## config.mk

```make
export PLATFORM = sky130hd
export DESIGN_NAME = fp_dot_acc
export DESIGN_NICKNAME = d
export VERILOG_FILES = /design/src/rtl/fp_pkg.sv /design/src/rtl/fp_add.sv /design/src/rtl/fp_mul.sv /design/src/rtl/fp_dot_acc.sv
export SDC_FILE = /design/constraint.sdc
export NUM_CORES = 2
export LEC_CHECK = 0
export ABC_AREA = 0
export BUFFER_PORTS_ARGS = -buffer_cell sky130_fd_sc_hd__buf_2
export CAP_MARGIN = 20
export CORE_ASPECT_RATIO = 1.4
export CORE_MARGIN = 4
export CORE_UTILIZATION = 60
export DETAILED_ROUTE_END_ITERATION = 12
export PLACE_DENSITY = 0.75
export SLEW_MARGIN = 20
export SYNTH_ARGS = -nofsm -noshare
export SYNTH_HDL_FRONTEND = slang
export SYNTH_SLANG_ARGS = --single-unit
export TNS_END_PERCENT = 5
```

## constraint.sdc

```tcl
create_clock -name clk -period 49.8 [get_ports clk]
set_input_delay 2.49 -clock clk [delete_from_list [all_inputs] [get_ports clk]]
set_output_delay 2.49 -clock clk [all_outputs]
set_load 0.02 [all_outputs]
```

## src/rtl/fp_pkg.sv

```systemverilog
// fp_pkg: shared types and helpers for the floating-point datapath blocks.
//   fp_state_e     - control states of the streaming dot-product engine
//   fp_width()     - total word width from exponent and fraction widths
//   fp_is_special()- true when an exponent field is all ones (Inf or NaN)
package fp_pkg;

    typedef enum logic [1:0] {
        IDLE,
        ACC,
        DRAIN,
        DONE
    } fp_state_e;

    function automatic int fp_width(input int exp_w, input int frac_w);
        return 1 + exp_w + frac_w;
    endfunction

    // exp_f carries the exponent field zero-extended to 32 bits.
    function automatic logic fp_is_special(input logic [31:0] exp_f, input int exp_w);
        logic [31:0] mask;
        mask = (32'd1 << exp_w) - 32'd1;
        return (exp_f & mask) == mask;
    endfunction

endpackage

```

## src/rtl/fp_add.sv

```systemverilog
// fp_add: combinational floating-point adder, round-to-nearest-even.
// Subnormal inputs are treated as zero and subnormal results flush to zero.
//   a_i, b_i : operands (sign | exponent | fraction)
//   y_o      : sum
module fp_add #(
    parameter int EXP_W = 8,
    parameter int FRAC_W = 23,
    localparam int W = 1 + EXP_W + FRAC_W
) (
    input  logic [W-1:0] a_i,
    input  logic [W-1:0] b_i,
    output logic [W-1:0] y_o
);
    // Working mantissa: hidden bit, fraction, guard/round/sticky.
    localparam int M    = FRAC_W + 4;
    localparam int EMAX = (1 << EXP_W) - 1;

    logic              sa, sb, sx, sy, swap, found, up;
    logic [EXP_W-1:0]  ea, eb, ex, ey;
    logic [FRAC_W-1:0] fa, fb, fx, fy;
    logic              a_z, b_z, a_inf, b_inf, a_nan, b_nan;
    logic [M-1:0]      mx, my, al;
    logic [2*M-1:0]    sh;
    logic [M:0]        sum;
    logic [M-2:0]      n;
    logic [FRAC_W:0]   frac_r;
    int                d, lz, e;

    assign {sa, ea, fa} = a_i;
    assign {sb, eb, fb} = b_i;
    assign a_z   = (ea == '0);
    assign b_z   = (eb == '0);
    assign a_inf = (ea == '1) && (fa == '0);
    assign b_inf = (eb == '1) && (fb == '0);
    assign a_nan = (ea == '1) && (fa != '0);
    assign b_nan = (eb == '1) && (fb != '0);

    always_comb begin
        swap         = {eb, fb} > {ea, fa};
        {sx, ex, fx} = swap ? b_i : a_i;
        {sy, ey, fy} = swap ? a_i : b_i;
        mx = {1'b1, fx, 3'b000};
        my = {1'b1, fy, 3'b000};
        d  = int'(ex) - int'(ey);
        if (d > M + 1) d = M + 1;
        // Bits shifted out of the smaller operand collapse into a sticky LSB.
        sh  = {my, {M{1'b0}}} >> d;
        al  = sh[2*M-1:M] | {{(M-1){1'b0}}, |sh[M-1:0]};
        sum = (sx == sy) ? {1'b0, mx} + {1'b0, al} : {1'b0, mx} - {1'b0, al};
        lz    = 0;
        found = 1'b0;
        for (int i = M - 1; i >= 0; i--) begin
            if (!found) begin
                if (sum[i]) found = 1'b1;
                else        lz = lz + 1;
            end
        end
        e = int'(ex);
        if (sum[M]) begin
            n = {sum[M-1:2], sum[1] | sum[0]};
            e = e + 1;
        end else begin
            n = (M-1)'(sum[M-2:0] << lz);
            e = e - lz;
        end
        up     = n[2] & (n[1] | n[0] | n[3]);
        frac_r = {1'b0, n[M-2:3]} + (FRAC_W+1)'(up);
        e      = e + int'(frac_r[FRAC_W]);
        if (a_nan || b_nan || (a_inf && b_inf && (sa != sb))) begin
            y_o = {1'b0, {EXP_W{1'b1}}, 1'b1, {(FRAC_W-1){1'b0}}};
        end else if (a_inf) begin
            y_o = a_i;
        end else if (b_inf) begin
            y_o = b_i;
        end else if (a_z && b_z) begin
            y_o = {sa & sb, {(W-1){1'b0}}};
        end else if (a_z) begin
            y_o = b_i;
        end else if (b_z) begin
            y_o = a_i;
        end else if (sum == '0 || e <= 0) begin
            y_o = '0;
        end else if (e >= EMAX) begin
            y_o = {sx, {EXP_W{1'b1}}, {FRAC_W{1'b0}}};
        end else begin
            y_o = {sx, EXP_W'(e), frac_r[FRAC_W-1:0]};
        end
    end

endmodule

```

## src/rtl/fp_mul.sv

```systemverilog
// fp_mul: combinational floating-point multiplier, round-to-nearest-even.
// Subnormal inputs and results are flushed to signed zero.
//   a_i, b_i : operands (sign | exponent | fraction)
//   y_o      : product
module fp_mul #(
    parameter int EXP_W = 8,
    parameter int FRAC_W = 23,
    localparam int W = 1 + EXP_W + FRAC_W
) (
    input  logic [W-1:0] a_i,
    input  logic [W-1:0] b_i,
    output logic [W-1:0] y_o
);
    localparam int M    = FRAC_W + 1;
    localparam int BIAS = (1 << (EXP_W - 1)) - 1;
    localparam int EMAX = (1 << EXP_W) - 1;

    logic              sa, sb, sy;
    logic [EXP_W-1:0]  ea, eb;
    logic [FRAC_W-1:0] fa, fb;
    logic              a_z, b_z, a_inf, b_inf, a_nan, b_nan;
    logic [2*M-1:0]    prod;
    logic [2*M-2:0]    norm;
    logic [FRAC_W:0]   frac_r;
    logic              up;
    int                e;

    assign {sa, ea, fa} = a_i;
    assign {sb, eb, fb} = b_i;
    assign sy    = sa ^ sb;
    assign a_z   = (ea == '0);
    assign b_z   = (eb == '0);
    assign a_inf = (ea == '1) && (fa == '0);
    assign b_inf = (eb == '1) && (fb == '0);
    assign a_nan = (ea == '1) && (fa != '0);
    assign b_nan = (eb == '1) && (fb != '0);

    always_comb begin
        prod = (2*M)'({1'b1, fa}) * (2*M)'({1'b1, fb});
        // Drop the hidden bit after normalising; norm holds fraction, guard, sticky bits.
        norm   = prod[2*M-1] ? prod[2*M-2:0] : {prod[2*M-3:0], 1'b0};
        up     = norm[M-1] & ((|norm[M-2:0]) | norm[M]);
        frac_r = {1'b0, norm[2*M-2:M]} + (FRAC_W+1)'(up);
        e      = int'(ea) + int'(eb) - BIAS + int'(prod[2*M-1]) + int'(frac_r[FRAC_W]);
        if (a_nan || b_nan || (a_inf && b_z) || (b_inf && a_z)) begin
            y_o = {1'b0, {EXP_W{1'b1}}, 1'b1, {(FRAC_W-1){1'b0}}};
        end else if (a_inf || b_inf || e >= EMAX) begin
            y_o = {sy, {EXP_W{1'b1}}, {FRAC_W{1'b0}}};
        end else if (a_z || b_z || e <= 0) begin
            y_o = {sy, {(W-1){1'b0}}};
        end else begin
            y_o = {sy, EXP_W'(e), frac_r[FRAC_W-1:0]};
        end
    end

endmodule

```

## src/rtl/fp_dot_acc.sv

```systemverilog
// fp_dot_acc: streaming floating-point dot product with bias.
// Each accepted (a, b) pair is multiplied into a product register (stage 1);
// the following edge adds it onto the running sum, seeded with the bias for
// the first pair of a vector (stage 2). One result per vector is offered on
// the out_* handshake.
//   clk, rst          : clock, asynchronous active-high reset
//   in_valid/in_ready : operand handshake; in_a, in_b operands, in_bias start
//                       value (first pair only), in_last marks final pair
//   out_valid/out_ready: result handshake; out_result accumulated sum
//   out_count, out_special: element count and sticky Inf/NaN flag, built only
//                       when FP_DOT_STATUS_EN is defined, otherwise tied to 0
module fp_dot_acc
    import fp_pkg::*;
#(
    parameter int EXP_W = 8,
    parameter int FRAC_W = 23,
    parameter int CNT_W = 16,
    localparam int WIDTH = fp_width(EXP_W, FRAC_W)
) (
    input  logic             clk,
    input  logic             rst,
    input  logic             in_valid,
    output logic             in_ready,
    input  logic [WIDTH-1:0] in_a,
    input  logic [WIDTH-1:0] in_b,
    input  logic [WIDTH-1:0] in_bias,
    input  logic             in_last,
    output logic             out_valid,
    input  logic             out_ready,
    output logic [WIDTH-1:0] out_result,
    output logic [CNT_W-1:0] out_count,
    output logic             out_special
);
    fp_state_e        st_q, st_d;
    logic [WIDTH-1:0] prod, sum, add_lhs;
    logic [WIDTH-1:0] p_q, bias_q, acc_q;
    logic             p_valid_q, p_first_q, p_last_q;
    logic             accept, first_acc;

    assign accept    = in_valid & in_ready;
    assign first_acc = accept & (st_q == IDLE);

    fp_mul #(.EXP_W(EXP_W), .FRAC_W(FRAC_W)) u_mul (
        .a_i(in_a),
        .b_i(in_b),
        .y_o(prod)
    );

    assign add_lhs = p_first_q ? bias_q : acc_q;

    fp_add #(.EXP_W(EXP_W), .FRAC_W(FRAC_W)) u_add (
        .a_i(add_lhs),
        .b_i(p_q),
        .y_o(sum)
    );

    always_comb begin
        st_d      = st_q;
        in_ready  = 1'b0;
        out_valid = 1'b0;
        case (st_q)
            IDLE: begin
                in_ready = 1'b1;
                if (in_valid) st_d = in_last ? DRAIN : ACC;
            end
            ACC: begin
                in_ready = 1'b1;
                if (in_valid && in_last) st_d = DRAIN;
            end
            // Leave only once the last product has been folded into acc_q.
            DRAIN: begin
                if (!(p_valid_q && p_last_q)) st_d = DONE;
            end
            DONE: begin
                out_valid = 1'b1;
                if (out_ready) st_d = IDLE;
            end
            default: st_d = IDLE;
        endcase
    end

    always_ff @(posedge clk or posedge rst) begin
        if (rst) begin
            st_q      <= IDLE;
            p_valid_q <= 1'b0;
            p_first_q <= 1'b0;
            p_last_q  <= 1'b0;
            acc_q     <= '0;
        end else begin
            st_q      <= st_d;
            p_valid_q <= accept;
            p_first_q <= first_acc;
            p_last_q  <= in_last;
            if (p_valid_q) acc_q <= sum;
        end
    end

    // Operand-side data registers carry no reset; p_valid_q qualifies them.
    always_ff @(posedge clk) begin
        if (accept)    p_q    <= prod;
        if (first_acc) bias_q <= in_bias;
    end

    assign out_result = acc_q;

`ifdef FP_DOT_STATUS_EN
    logic [CNT_W-1:0] cnt_q;
    logic             spec_q;

    always_ff @(posedge clk or posedge rst) begin
        if (rst) begin
            cnt_q  <= '0;
            spec_q <= 1'b0;
        end else begin
            if (first_acc)                  cnt_q <= CNT_W'(1);
            else if (accept && cnt_q != '1) cnt_q <= cnt_q + 1'b1;
            if (first_acc) begin
                spec_q <= 1'b0;
            end else if (p_valid_q &&
                         (fp_is_special(32'(p_q[WIDTH-2 -: EXP_W]), EXP_W) ||
                          fp_is_special(32'(sum[WIDTH-2 -: EXP_W]), EXP_W))) begin
                spec_q <= 1'b1;
            end
        end
    end

    assign out_count   = cnt_q;
    assign out_special = spec_q;
`else
    assign out_count   = '0;
    assign out_special = 1'b0;
`endif

endmodule

```

## Word-level counts from Yosys, hierarchy flattened

Cells that the tools add are included.
Widths: inputs -> output; s select.

| word-level totals | value |
|---|---|
| register bits after elaboration | 101 |
| input port bits | 101 |
| output and inout bits | 51 |

| cells by class | value |
|---|---|
| add/subtract/negate cells | 38 |
| multipliers | 1 |
| magnitude comparators | 6 |
| equality and inequality tests | 13 |
| shifts and indexed selects | 2 |
| mux-type cells | 130 |
| bitwise operators | 11 |
| reductions and logical operators | 45 |

Operator list:

| cell | number |
|---|---|
| $mux 32 | 64 |
| $add 32x2->32 const B | 25 |
| $add 32x2->32 | 3 |
| $logic_not 23->1 | 4 |
| $reduce_bool 23->1 | 4 |
| $ge 32x9->1 const B | 2 |
| $le 32x1->1 const B | 2 |
| $mux 31 | 2 |
| $mux 1 | 54 |
| $shr 54x32->54 | 1 |
| $add 23x1->24 | 2 |
| $mul 24x24->48 | 1 |
| $mux 47 | 1 |
| $eq 8x8->1 const B | 4 |
| $gt 32x6->1 const B | 1 |
| $logic_not 8->1 | 4 |
| $shl 26x32->26 | 1 |
| $sub 32x8->32 const B | 1 |
| $sub 9x32->32 | 1 |
| $gt 31x31->1 | 1 |
| $add 27x27->28 | 1 |
| $logic_not 28->1 | 1 |
| $mux 28 | 1 |
| $sub 27x27->28 | 1 |
| 25 further kinds | 64 |

## Depth between registers and ports, before layout

| depth | value |
|---|---|
| word-level depth | 106 |
| mapped depth | 165 |

## By module

From an unflattened synthesis, not the netlist that was laid out.

| unflattened totals | value |
|---|---|
| cell total of the unflattened synthesis | 5,429 |
| area total of the unflattened synthesis | 42,184.2 um^2 |

By module, submodules not included:

| module | times used | cells each | area an instance (um^2) |
|---|---|---|---|
| fp_mul | 1 | 2,495 | 21,071.5 |
| fp_add | 1 | 2,723 | 16,930.0 |
| fp_dot_acc | 1 | 211 | 4,182.8 |

## Least setup slack after synthesis

OpenSTA, ideal clock, no wires.

| timing | value |
|---|---|
| kind | register -> register |
| start point | register p_first_q |
| end point | register acc_q[0], in the netlist out_result[0] |
| setup time | 0.126 ns |
| arrival | 30.749 ns |
| data required time | 49.674 ns |
| setup slack | 18.925 ns |
| cell stages (with the launch flop) | 159 |
| buffers on the path | 17 |
| cell sequence | dfrtp_1 -> buf_6 -> buf_4 -> buf_1 -> clkbuf_1 -> mux2i_1 -> ha_1 -> nand3b_1 -> a21oi_1 -> o31a_1 -> or4_1 -> buf_4 -> nand2_4 -> clkbuf_1 -> clkbuf_1 -> buf_1 -> clkbuf_1 -> clkbuf_1 -> (+123 left out) -> o32ai_1 -> nand2_1 -> a2111o_1 -> nand4bb_4 -> nor4bb_1 -> ha_1 -> nand3_1 -> or3_1 -> or3_1 -> xnor2_1 -> o41ai_1 -> nor2_1 -> and4_1 -> clkbuf_1 -> clkbuf_1 -> a22oi_1 -> nor2_1 -> a221o_1 |

| on the way | value |
|---|---|
| cells in the longest elaborated chain, start to end | 106 |
| elaborated cells on any way between the ends | 179 |
| classes of those cells | add/sub: 33; order compare: 4; eq/ne: 3; shift: 2; mux: 119; bitwise: 5; reduce/logical: 13 |

Ends and longest elaborated chain:

| element | line | text |
|---|---|---|
| start: declaration | fp_dot_acc.sv:37 | `logic p_valid_q, p_first_q, p_last_q;` |
| start signal: assignment | fp_dot_acc.sv:92 | `p_first_q <= first_acc;` |
| $mux 32 * | fp_dot_acc.sv:49 | `assign add_lhs = p_first_q ? bias_q : acc_q;` |
| $gt 31x31->1 | fp_add.sv:39 | `swap = {eb, fb} > {ea, fa};` |
| $mux 32 (on tied branches) | fp_add.sv:40, fp_add.sv:41 |  |
| $sub 8x8->9 | fp_add.sv:44 | `d = int'(ex) - int'(ey);` |
| $gt 32x6->1 | fp_add.sv:45 | `if (d > M + 1) d = M + 1;` |
| $mux 32 | fp_add.sv:45 |  |
| $shr 54x32->54 | fp_add.sv:47 | `sh = {my, {M{1'b0}}} >> d;` |
| $reduce_or 27->1 | fp_add.sv:48 | `al = sh[2*M-1:M] \| {{(M-1){1'b0}}, \|sh[M-1:0]};` |
| (+90 left out) | - |  |
| $mux 31 or $logic_or 1x1->1 (tied branches) | fp_add.sv:83, fp_add.sv:81 |  |
| $mux 32 | fp_add.sv:81 | `end else if (sum == '0 \|\| e <= 0) begin` |
| $mux 32 | fp_add.sv:79 | `end else if (b_z) begin` |
| $mux 32 | fp_add.sv:77 | `end else if (a_z) begin` |
| $mux 32 | fp_add.sv:75 | `end else if (a_z && b_z) begin` |
| $mux 32 | fp_add.sv:73 | `end else if (b_inf) begin` |
| $mux 32 | fp_add.sv:71 | `end else if (a_inf) begin` |
| $mux 32 * | fp_add.sv:69 | `if (a_nan \|\| b_nan \|\| (a_inf && b_inf && (sa != sb))) begin` |
| end signal: assignment | fp_dot_acc.sv:94 | `if (p_valid_q) acc_q <= sum;` |
| end: declaration | fp_dot_acc.sv:36 | `logic [WIDTH-1:0] p_q, bias_q, acc_q;` |

Every way passes the cells marked *; elsewhere a longest branch is shown, timed or not.
A chain may end at the register's enable or synchronous reset.

## Worst setup path in the final report

| timing | value |
|---|---|
| start point | register p_first_q |
| end point | register acc_q[5], in the netlist out_result[5] |

The elaborated chain is that of the path after synthesis.

==> impl_metrics.env <==
export IMPL_end_kind="flip-flop"
export IMPL_synth_compound_area_frac=0.1687
export IMPL_yosysTopAreaCell="fa_1"
export IMPL_ant_nets=0
export IMPL_synth_enable_flop_cells=64
export IMPL_grt_pass1_vias=36720
export IMPL_synth_fa_ha_area_frac=0.3565
export IMPL_ys_seq_area_frac=0.07457
export IMPL_io_buffer_count=134
export IMPL_yosys_area_share_simple=0.2250
export IMPL_pin_count=152
export IMPL_timing_critical_path_mode_cell="ha_1"
export IMPL_cts_tree="built"
export IMPL_finalCriticalPeriod_ns=35.29
export IMPL_dieArea_sq_mm=0.06780
export IMPL_synth_ff_type="edfxtp_1"
export IMPL_drv_slew=0
export IMPL_r2r_start="p_first_q"
export IMPL_htree_levels=3
export IMPL_setup_violations_final=0
export IMPL_synth_area_per_cell_sq_um=7.961
export IMPL_whs_endpoint="out_result[28]"
export IMPL_rsz0062_at_grt="no"
export IMPL_synth_cells=4797
export IMPL_gp_congestion=1.055
export IMPL_die_w_um=221.2
export IMPL_initial_utilization=0.6048
export IMPL_ff_latch_area_sq_mm=0.002849
export IMPL_muxShareOfSynthArea=0.02909
export IMPL_dr_first_iter_drc_count=2990
export IMPL_max_clock_path_buffers=2
export IMPL_drive_above_1_share=0.07528
export IMPL_min_delay_path_depth=1
export IMPL_multiInputGateArea_sq_mm=0.03209
export IMPL_ff2ff_setup_slack_ns=14.51
export IMPL_clock_skew_final_ns=0.01696
export IMPL_synth_top_family_by_area="adder cells"
export IMPL_r2r_end="out_result[5]"
export IMPL_grtUsageTotal=0.3842
export IMPL_ys_types=134
export IMPL_final_hold_viol_count=0
export IMPL_grt_ovfl_total=0
export IMPL_ys_ff_latch=101
export IMPL_synth_warnings=0
export IMPL_core_sq_mm=0.06314
export IMPL_area_delta_synth_final_pct=3.847
export IMPL_slew_headroom=0.1776
export IMPL_fillers=5797
export IMPL_cts_setup_buffers=0
export IMPL_drc_errors=0
export IMPL_worst_pin_slew_ns=1.225
export IMPL_drt_wl_total_mm=131.9
export IMPL_cp_required_ns=50.06
export IMPL_start_kind="flip-flop"
export IMPL_finalCritPeriodShare=0.7087
export IMPL_arrival_ns=35.56
export IMPL_grt_pass1_wl_mm=205.5
export IMPL_grt_max_degree=110
export IMPL_fp_dieH_um=306.5
export IMPL_diodes=0
export IMPL_min_from="out_result[28]"
export IMPL_clk_pin_slew_ns=0.08
export IMPL_rows=109
export IMPL_worstSetupPathType="reg -> reg"
export IMPL_synth_top_cell_area_share=0.2548
export IMPL_tns_ns=0
export IMPL_fin_nets=5660
export IMPL_viasPerCell=6.403
export IMPL_clk_latency_ns=0.38
export IMPL_routedWlPerCell_um=23.55
export IMPL_drt_pass1_iterations=9
export IMPL_worstPathMaxFanout=109
export IMPL_cpPeakStageDelay_ns=1.12
export IMPL_clock_sinks=101
export IMPL_post_cts_resized=0
export IMPL_holdBufCountCts=0
export IMPL_root_buffer="clkbuf_16"
export IMPL_synth_xor_area_share=0.05688
export IMPL_synth_area_top_cells="fa_1 25%, ha_1 10%, nand2_1 6.0%"
export IMPL_cp_num_buf_inv=6
export IMPL_numCtsBuffers=9
export IMPL_crit_family="compound AO/OA/AOI/OAI gates"
export IMPL_critPathSlowestCell="dfrtp_2"
export IMPL_antenna_found_initial=4
export IMPL_ys_async_sr_fraction=0.3663
export IMPL_fmaxAchievable_mhz=28.33
export IMPL_outcome="finished, final reports clean"
export IMPL_rr_worst_depth=143
export IMPL_dpl_hpwl_mm=104.4
export IMPL_max_cap_violations=0
export IMPL_num_vias=35860
export IMPL_min_path_type="reg -> reg"
export IMPL_syn_area_sq_mm=0.03819
-- state kept, by name, indices dropped and copies added (netlist names) --
signal	flops
st_q	2
p_valid_q	1
bias_q	32
p_first_q	1
p_q	32
p_last_q	1
out_result	32
-- worst max-delay path by stage --
stage                   start             to  slack (ns)  depth (start not counted)
floorplan           p_first_q  out_result[0]       18.92                        158
global placement    p_first_q  out_result[5]       16.02                        141
detailed placement  p_first_q  out_result[5]       15.15                        139
CTS                 p_first_q  out_result[5]       15.07                        139
global route        p_first_q  out_result[5]       12.06                        143
finish              p_first_q  out_result[5]       14.51                        143
-- placed cells by master (no fill, tap or decap), drive strengths merged, types with 89 or more instances in the layout --
master  synthesis  final
a21oi         282    282
and2          261    261
buf            64    186
fa            486    486
ha            309    309
inv           618    619
nand2         618    618
nand3          89     89
nor2          344    344
nor3           97     97
o21ai         208    208
xnor2         157    157
-- per-stage QoR --
| step | hold WS (ns) | std cells | setup slack [ns] | area, sq um | util |
|---|---|---|---|---|---|
| CTS | 0.5541 | 5601 | 15.07 | 39640 | 0.6278 |
| global route | 0.5804 | 5601 | 12.06 | 39660 | 0.6280 |
| floorplan | 0.5466 | 4813 | 18.92 | 38250 | - |
| detailed placement | 0.5365 | 5585 | 15.15 | 39360 | 0.6233 |
| finish | 0.5517 | 5601 | 14.51 | 39660 | 0.6280 |
| global placement | 0.5169 | 5585 | 16.02 | 39360 | 0.6233 |
-- Yosys cell counts (86+ instances only) --
master	instances
nand2_1	615
inv_1	614
fa_1	486
nor2_1	341
ha_1	309
a21oi_1	278
and2_1	260
o21ai_0	191
clkbuf_1	182
xnor2_1	147
nor3_1	90
nand3_1	86
-- final cells by class --
| type | count | area share |
|---|---|---|
| Inverter | 622 | 0.05887 |
| Multi-Input combinational cell | 3844 | 0.8091 |
| Clock inverter | 6 | 0.001420 |
| Clock buffer | 10 | 0.005774 |
| Sequential cell | 101 | 0.07184 |
| Timing Repair Buffer | 186 | 0.02676 |
| Tap cell | 832 | 0.02625 |
-- cells by family after synthesis --
kind of cell / after synthesis
AO/OA/AOI/OAI: 964
XOR/XNOR: 225
multiplexers: 104
AND/OR/NAND/NOR: 1737
adder cells (fa/ha/maj): 797
flip-flops: 101
other: 1
buffers and inverters: 868
-- routing by layer --
metal  track usage  up-vias  part of all wire
li1              -    16050                 -
met4        0.2805        6             0.094
met1        0.4302    17350              0.35
met5      0.001403        -           0.00026
met3       0.06397      597             0.079
met2        0.6623     1867              0.48
Power is not shown: default switching activity piles up to over one toggle a cycle in this logic, so the estimate is an artifact.
